==> src/rtl/imem_loader_pkg.sv <==
// Shared definitions for the instruction-memory boot loader: state encodings,
// abort codes and the running checksum helper.
package imem_loader_pkg;

   typedef enum logic [2:0] {
      ST_IDLE   = 3'd0,
      ST_LEN_LO = 3'd1,
      ST_LEN_HI = 3'd2,
      ST_DATA   = 3'd3,
      ST_CSUM   = 3'd4,
      ST_DONE   = 3'd5,
      ST_ERR    = 3'd6
   } state_e;

   localparam logic [1:0] ERR_NONE    = 2'd0;
   localparam logic [1:0] ERR_LEN     = 2'd1;
   localparam logic [1:0] ERR_CSUM    = 2'd2;
   localparam logic [1:0] ERR_TIMEOUT = 2'd3;

   function automatic logic [7:0] csum_fold(input logic [7:0] acc, input logic [7:0] b);
      return acc ^ b;
   endfunction

endpackage

==> src/rtl/imem_loader_gap_timer.sv <==
// Idle-gap watchdog: counts cycles without an accepted byte while a frame is open.
// expired is raised during the TIMEOUT-th consecutive idle cycle.
module gap_timer #(
   parameter int TIMEOUT = 1000
) (
   input  logic clk,
   input  logic rst,
   input  logic clear,
   input  logic en,
   output logic expired
);

   localparam int CNT_W = (TIMEOUT > 1) ? $clog2(TIMEOUT) : 1;
   localparam logic [CNT_W-1:0] LAST = CNT_W'(TIMEOUT - 1);

   logic [CNT_W-1:0] count_r;

   // Idle-cycle counter, saturating at the expiry value
   always_ff @(posedge clk or posedge rst) begin
      if (rst) begin
         count_r <= {CNT_W{1'b0}};
      end else if (clear) begin
         count_r <= {CNT_W{1'b0}};
      end else if (en && (count_r != LAST)) begin
         count_r <= count_r + CNT_W'(1);
      end
   end

   assign expired = en && (count_r == LAST);

endmodule

==> src/rtl/imem_loader.sv <==
// Boot loader: receives a length-prefixed, XOR-checksummed byte frame and writes
// the payload into instruction memory from address 0, releasing the core on success.
module imem_loader
   import imem_loader_pkg::*;
#(
   parameter int ADDR_W  = 10,
   parameter int TIMEOUT = 1000
) (
   input  logic              clk,
   input  logic              rst,
   input  logic              start,
   input  logic              in_valid,
   input  logic [7:0]        in_byte,
   output logic              in_ready,
   output logic              imem_we,
   output logic [ADDR_W-1:0] imem_addr,
   output logic [7:0]        imem_data,
   output logic [ADDR_W:0]   bytes_loaded,
   output logic              load_done,
   output logic              load_err,
   output logic [1:0]        err_code,
   output logic              cpu_run
);

   localparam logic [16:0]   CAPACITY = 17'(2 ** ADDR_W);
   localparam logic [ADDR_W:0] CNT_ONE = (ADDR_W + 1)'(1);

   state_e              state_r, state_nxt_s;
   logic [7:0]          len_lo_r, len_lo_nxt_s;
   logic [ADDR_W:0]     len_r, len_nxt_s;
   logic [ADDR_W:0]     count_r, count_nxt_s, count_inc_s;
   logic [7:0]          csum_r, csum_nxt_s;
   logic [1:0]          err_r, err_nxt_s;
   logic                we_r, we_nxt_s;
   logic [ADDR_W-1:0]   addr_r, addr_nxt_s;
   logic [7:0]          data_r, data_nxt_s;
   logic                done_r, fail_r, run_r;
   logic [15:0]         len_full_s;
   logic                in_frame_s, accept_s, expired_s;

   assign in_frame_s  = (state_r == ST_LEN_LO) || (state_r == ST_LEN_HI) ||
                        (state_r == ST_DATA)   || (state_r == ST_CSUM);
   assign accept_s    = in_valid && in_frame_s;
   assign len_full_s  = {in_byte, len_lo_r};
   assign count_inc_s = count_r + CNT_ONE;

   gap_timer #(.TIMEOUT(TIMEOUT)) u_gap_timer (
      .clk     (clk),
      .rst     (rst),
      .clear   (accept_s || !in_frame_s),
      .en      (in_frame_s),
      .expired (expired_s)
   );

   // Next-state and datapath decode; an accept always beats a same-cycle timeout
   always_comb begin
      state_nxt_s  = state_r;
      len_lo_nxt_s = len_lo_r;
      len_nxt_s    = len_r;
      count_nxt_s  = count_r;
      csum_nxt_s   = csum_r;
      err_nxt_s    = err_r;
      we_nxt_s     = 1'b0;
      addr_nxt_s   = addr_r;
      data_nxt_s   = data_r;
      case (state_r)
         ST_IDLE, ST_DONE, ST_ERR: begin
            if (start) begin
               state_nxt_s  = ST_LEN_LO;
               len_lo_nxt_s = 8'h00;
               len_nxt_s    = {(ADDR_W + 1){1'b0}};
               count_nxt_s  = {(ADDR_W + 1){1'b0}};
               csum_nxt_s   = 8'h00;
               err_nxt_s    = ERR_NONE;
            end else begin
               state_nxt_s  = state_r;
            end
         end
         ST_LEN_LO: begin
            if (accept_s) begin
               len_lo_nxt_s = in_byte;
               state_nxt_s  = ST_LEN_HI;
            end else if (expired_s) begin
               state_nxt_s  = ST_ERR;
               err_nxt_s    = ERR_TIMEOUT;
            end else begin
               state_nxt_s  = ST_LEN_LO;
            end
         end
         ST_LEN_HI: begin
            if (accept_s) begin
               len_nxt_s = len_full_s[ADDR_W:0];
               if ({1'b0, len_full_s} > CAPACITY) begin
                  state_nxt_s = ST_ERR;
                  err_nxt_s   = ERR_LEN;
               end else if (len_full_s == 16'h0000) begin
                  state_nxt_s = ST_CSUM;
               end else begin
                  state_nxt_s = ST_DATA;
               end
            end else if (expired_s) begin
               state_nxt_s = ST_ERR;
               err_nxt_s   = ERR_TIMEOUT;
            end else begin
               state_nxt_s = ST_LEN_HI;
            end
         end
         ST_DATA: begin
            if (accept_s) begin
               we_nxt_s    = 1'b1;
               addr_nxt_s  = count_r[ADDR_W-1:0];
               data_nxt_s  = in_byte;
               csum_nxt_s  = csum_fold(csum_r, in_byte);
               count_nxt_s = count_inc_s;
               if (count_inc_s == len_r) begin
                  state_nxt_s = ST_CSUM;
               end else begin
                  state_nxt_s = ST_DATA;
               end
            end else if (expired_s) begin
               state_nxt_s = ST_ERR;
               err_nxt_s   = ERR_TIMEOUT;
            end else begin
               state_nxt_s = ST_DATA;
            end
         end
         ST_CSUM: begin
            if (accept_s) begin
               if (in_byte == csum_r) begin
                  state_nxt_s = ST_DONE;
               end else begin
                  state_nxt_s = ST_ERR;
                  err_nxt_s   = ERR_CSUM;
               end
            end else if (expired_s) begin
               state_nxt_s = ST_ERR;
               err_nxt_s   = ERR_TIMEOUT;
            end else begin
               state_nxt_s = ST_CSUM;
            end
         end
         default: begin
            state_nxt_s = ST_IDLE;
         end
      endcase
   end

   // State, counters, write port and status flags
   always_ff @(posedge clk or posedge rst) begin
      if (rst) begin
         state_r  <= ST_IDLE;
         len_lo_r <= 8'h00;
         len_r    <= {(ADDR_W + 1){1'b0}};
         count_r  <= {(ADDR_W + 1){1'b0}};
         csum_r   <= 8'h00;
         err_r    <= ERR_NONE;
         we_r     <= 1'b0;
         addr_r   <= {ADDR_W{1'b0}};
         data_r   <= 8'h00;
         done_r   <= 1'b0;
         fail_r   <= 1'b0;
         run_r    <= 1'b0;
      end else begin
         state_r  <= state_nxt_s;
         len_lo_r <= len_lo_nxt_s;
         len_r    <= len_nxt_s;
         count_r  <= count_nxt_s;
         csum_r   <= csum_nxt_s;
         err_r    <= err_nxt_s;
         we_r     <= we_nxt_s;
         addr_r   <= addr_nxt_s;
         data_r   <= data_nxt_s;
         done_r   <= (state_nxt_s == ST_DONE);
         fail_r   <= (state_nxt_s == ST_ERR);
         run_r    <= (state_nxt_s == ST_DONE);
      end
   end

   assign in_ready     = in_frame_s;
   assign imem_we      = we_r;
   assign imem_addr    = addr_r;
   assign imem_data    = data_r;
   assign bytes_loaded = count_r;
   assign load_done    = done_r;
   assign load_err     = fail_r;
   assign err_code     = err_r;
   assign cpu_run      = run_r;

endmodule

==> config.mk <==
export PLATFORM = sky130hd
export DESIGN_NAME = imem_loader
export DESIGN_NICKNAME = d
export VERILOG_FILES = /design/src/rtl/imem_loader_pkg.sv /design/src/rtl/imem_loader_gap_timer.sv /design/src/rtl/imem_loader.sv
export SDC_FILE = /design/constraint.sdc
export NUM_CORES = 1
export LEC_CHECK = 0
export CORE_ASPECT_RATIO = 1.4
export CORE_MARGIN = 10
export CORE_UTILIZATION = 55
export DETAILED_ROUTE_END_ITERATION = 6
export PLACE_DENSITY = 0.78
export SLEW_MARGIN = 20
export SYNTH_ARGS = -nofsm -noshare
export SYNTH_HDL_FRONTEND = slang
export SYNTH_SLANG_ARGS = --single-unit
==> constraint.sdc <==
create_clock -name clk -period 6.95 [get_ports clk]
set_input_delay 1.39 -clock clk [delete_from_list [all_inputs] [get_ports clk]]
set_output_delay 1.39 -clock clk [all_outputs]
set_load 0.005 [all_outputs]
* Yosys cells after proc, flatten, opt, wreduce, memory -nomap -nowiden
Index checks and enable logic that the tools add are counted.
** Word-level totals
- Logic and storage cells :: 93
- Bits in registers :: 74
- Input bits :: 12
** Cells by class
- Bitwise operators :: 1
- Reductions and logical operators :: 22
- Eq/ne operators :: 19
- Magnitude comparators :: 1
- Add/subtract/negate cells :: 2
- Muxes and demuxes :: 36
** Operators with widths (number)
- $pmux 11 s2 :: 2
- $mux 11 :: 3
- $mux 3 :: 11
- $pmux 8 s2 :: 2
- $mux 8 :: 3
- $mux 10 :: 2
- $mux 2 :: 9
- $gt 16x11->1 const B :: 1
- $logic_not 16->1 :: 1
- $eq 3x3->1 const B :: 5
- $pmux 3 s5 :: 1
- $add 11x1->11 const B :: 1
- $eq 11x11->1 :: 1
- $add 10x1->10 const B :: 1
- $eq 10x10->1 const B :: 1
- $ne 10x10->1 const B :: 1
- $ne 2x2->1 const B :: 5
- $reduce_and 3->1 :: 3
- $eq 8x8->1 :: 1
- $pmux 2 s4 :: 1
- $reduce_bool 2->1 :: 4
- $xor 8x8->8 :: 1
- $eq 3x2->1 const B :: 2
- $reduce_and 5->1 :: 1
- other kinds (12) :: 18

* Longest topological paths before layout
- Depth in word-level cells :: 9
- Gate-level depth with buffers :: 8

* Cells and area by module
A second synthesis with hierarchy kept.
** Second synthesis, totals
- Cells, all modules :: 459
- Area total of the unflattened synthesis :: 3966.3 um^2
** By module, submodules not included
- imem_loader :: times used 1, sequential area each 1601.5 um^2, area each 3367.0 um^2, cells each 395
- gap_timer :: times used 1, sequential area each 250.2 um^2, area each 599.3 um^2, cells each 64

* Least setup slack after synthesis
No wires, ideal clock.
- Kind :: input-to-reg
- Start point :: in in_valid
- End point :: reg count_r[7], in the netlist bytes_loaded[7]
- Setup slack :: 4266 ps
- Data arrival time :: 2574 ps
- Library setup time :: 110 ps
- Required time :: 6840 ps
- Stages on the path :: 8
- Cells stage by stage :: buf_2 -> and2b_1 -> nand3_1 -> inv_2 -> nor2_2 -> buf_2 -> o21ai_0 -> o41ai_1
** Between the ends
- Word-level cells in the longest chain between the ends :: 3
** RTL lines
- start, declared :: line imem_loader.sv:12 : input logic in_valid,
- $logic_and 1x1->1 :: line imem_loader.sv:43 : assign accept_s = in_valid && in_frame_s;
- $ne 2x2->1 (no source line)
- $reduce_and 3->1 (no source line)
- end signal, assigned :: line imem_loader.sv:154 : count_r <= {(ADDR_W + 1){1'b0}};
- end signal, assigned :: line imem_loader.sv:167 : count_r <= count_nxt_s;
- end, declared :: line imem_loader.sv:31 : logic [ADDR_W:0] count_r, count_nxt_s, count_inc_s;
No other way between the ends.
A chain may end at the register's enable or synchronous reset.

* Worst setup path after layout
- Start point :: in in_valid
- End point :: reg count_r[9], in the netlist bytes_loaded[9]
The elaborated chain is that of the path after synthesis.

==> metrics <==
Max FO, Critical Path 45; Flop pwr share 0.416; endpoints failing setup 0; RSZ-0062 raised after global routing false; synthesis-to-layout area growth 17.4%; Slew Viols, Final 0; Static Leak between 2 and 2.5 nW; CP arrival 4.00 ns; Final min period 3.76 ns; Pwr Total 1.56 mW; initial antenna violation count 0; Area contributors post-synth dfrtp_1, nand2_1, o21ai_0; Root Buffer clkbuf_8; Synth top area share 0.479; HPWL Detailed 6.24 mm; via count 3,220; slowest stage cell, crit path nor2_2; P_sw 0.581 mW; Distinct cells, synth 61; Synth async-reset ratio 1.00; combinational share of power 0.363; layout cell share with drive strength beyond 1 0.0682; dpl cells 548; Final #Nets 478; synthesized flop and latch total 74; number of core rows 36; Final Skew 0.00684 ns; Synth top cells by count nand2_1, dfrtp_1, o21ai_0, nor2_1, nand3_1; number of diodes 0; Max Buffers Root-to-Sink 2; final hold violation count 0; vias in the first global route 3,218; area of placed instances 0.00433 sq mm; Critical Path Max Stage Delay 0.64 ns; Worst setup SP type input port; cell internal pwr ~0.98 mW; crit path from in_valid; Worst-Skew Late Latency approximately 0.35 ns; maxcap violations 0; Setup Fix Bufs, Post-CTS 0; pwr dens 345 mW/mm^2; Antenna Nets Post-Route 0; GRT overflow 0; Die X 90.8 um; cell family with most CP delay buffers and inverters; part of the power in the clock network 0.220; hold crit path type reg2reg; Post-Route Setup TNS 0 ns; period utilization 0.541; largest net degree at the start of global routing 75; number of H-tree levels 3; Post-Synthesis Cells between 400 and 500; I/O Buffers 47; Worst EP required between 7 and 8 ns; endpoint class of the critical path register; Initial Util 0.561; Mean Syn Cell Area between 8 and 9 sq um; synthesized area 0.00386 sq mm; Max Fclk 266 MHz; Remaining DRCs 0; synthesized net count 444; gpl congestion 0.829; clk sink count 74; GRT Total Usage 0.166; Post-synth EDFFs 0; vias per cell between 5 and 6; non-filler cells, final 564; Starting DRT DRC Count 206; RR Startpoint state_r[2]; CTS tree yes; CTS Buf Count 9; io pins 48; Primary FF master, synth dfrtp_1; Post-CTS Resized 0; Worst-Margin Slew 0.915 ns; first-pass GRT wire length 15.1 mm; post-synthesis sequential area ratio 0.479; critical path class in2reg; worst path cell trace clkdlybuf4s50_1 > and2b_1 > nand3_1 > buf_4 > inv_2 > nor2_2 > o21ai_0 > o41ai_1; post-layout instance area 0.00454 sq mm; cts hold-fix bufs 0; status finished, final reports clean; most common cell in the netlist nand2_1; total core area 0.00689 sq mm; Total Routed Length 8.76 mm; Slew Limit Headroom 0.390; TritonRoute pass-1 iters 4; peak supply drop 0.000211 V; CP bufs+invs 3; die height 119 um; WL/cell 15.5 um; die area 0.0108 sq mm; clk slew on worst S/H paths 0.07 ns; leading area contributor after synthesis dfrtp_1; Synth Warn # 0; Sw Share 0.371; HP Start imem_addr[8]
-- final cells by class --
| type | instances | area (sq um) |
|---|---|---|
| Timing Repair Buffer | 49 | 485 |
| Multi-Input combinational cell | 321 | 1840 |
| Inverter | 9 | 33.8 |
| Clock buffer | 12 | 155 |
| Sequential cell | 74 | 1850 |
| Fill cell | 620 | 2360 |
| Tap cell | 95 | 119 |
| Clock inverter | 4 | 48.8 |
-- stage by stage --
step                 util  hold slack, ns  setup WS [ns]
global placement    0.629           0.458           2.97
finish              0.658           0.474           3.19
floorplan               -           0.458           3.68
CTS                 0.658           0.481           3.22
detailed placement  0.629           0.463           2.88
global route        0.658           0.502           2.90
-- power groups by stage --
stage	registers, mW	logic [mW]	clock network, mW
5_1_grt	0.669	0.640	0.368
3_3_place_gp	0.656	0.560	0
2_1_floorplan	0.621	0.399	0
3_5_place_dp	0.657	0.572	0
6_report	0.651	0.568	0.345
4_1_cts	0.651	0.575	0.350
-- state kept, by name, indices dropped and copies added (netlist names) --
signal               flops
u_gap_timer.count_r     10
err_code                 2
state_r                  3
len_r                   11
csum_r                   8
imem_addr               10
len_lo_r                 8
imem_we                  1
load_err                 1
imem_data                8
bytes_loaded            11
cpu_run                  1
-- worst register-to-register path, cell delays in order, from the launching register on --
cell     delay (ns)
dfrtp_1        0.64
and2b_1        0.30
nand3_1        0.10
buf_4          0.39
inv_2          0.32
nor2_2         0.64
o21ai_0        0.20
o41ai_1        0.10
-- worst paths after layout --
path	end	slack [ns]	cells past startpoint
max in group asynchronous	bytes_loaded[5]	4.71	3
worst min-delay path	imem_addr[8]	0.47	2
worst max-delay path	bytes_loaded[9]	3.19	8
worst max register to register	bytes_loaded[9]	4.16	7
min in group asynchronous	bytes_loaded[4]	1.61	3
worst min register to register	imem_addr[8]	0.47	2
-- kinds of logic (layout without fill, tap and decap cells) --
group | Yosys count | after routing | share of synthesized area
AOI/OAI and AO/OA | 100 | 100 | 0.169
DFF | 74 | 74 | 0.479
and+or+nand+nor | 190 | 190 | 0.235
buffers and inverters | 35 | 74 | 0.0440
adders and majority gates | 3 | 3 | 0.00907
muxes | 1 | 1 | 0.00259
xor gates and xnor gates | 27 | 27 | 0.0612
-- cell usage in the layout (no fill, tap or decap), types with 3 or more instances in the layout --
master / n
a21oi_1: 13
a22o_1: 11
a31oi_1: 6
and3_1: 3
and4_1: 4
clkbuf_8: 11
clkdlybuf4s50_1: 47
dfrtp_1: 74
inv_1: 7
nand2_1: 88
nand2b_1: 4
nand3_1: 21
nand4_1: 8
nor2_1: 32
nor4_1: 5
o21ai_0: 35
o21ai_1: 7
o41ai_1: 5
or3_1: 5
xnor2_1: 18
xor2_1: 9
-- routing by layer --
metal	global-route usage	vias up	wire length, um
li1	-	1577	-
met1	0.196	1544	3730
met2	0.279	86	4390
met3	0.0471	13	488
met4	0.0639	0	159
met5	0	-	0
Power figures use the tool's default switching activity.
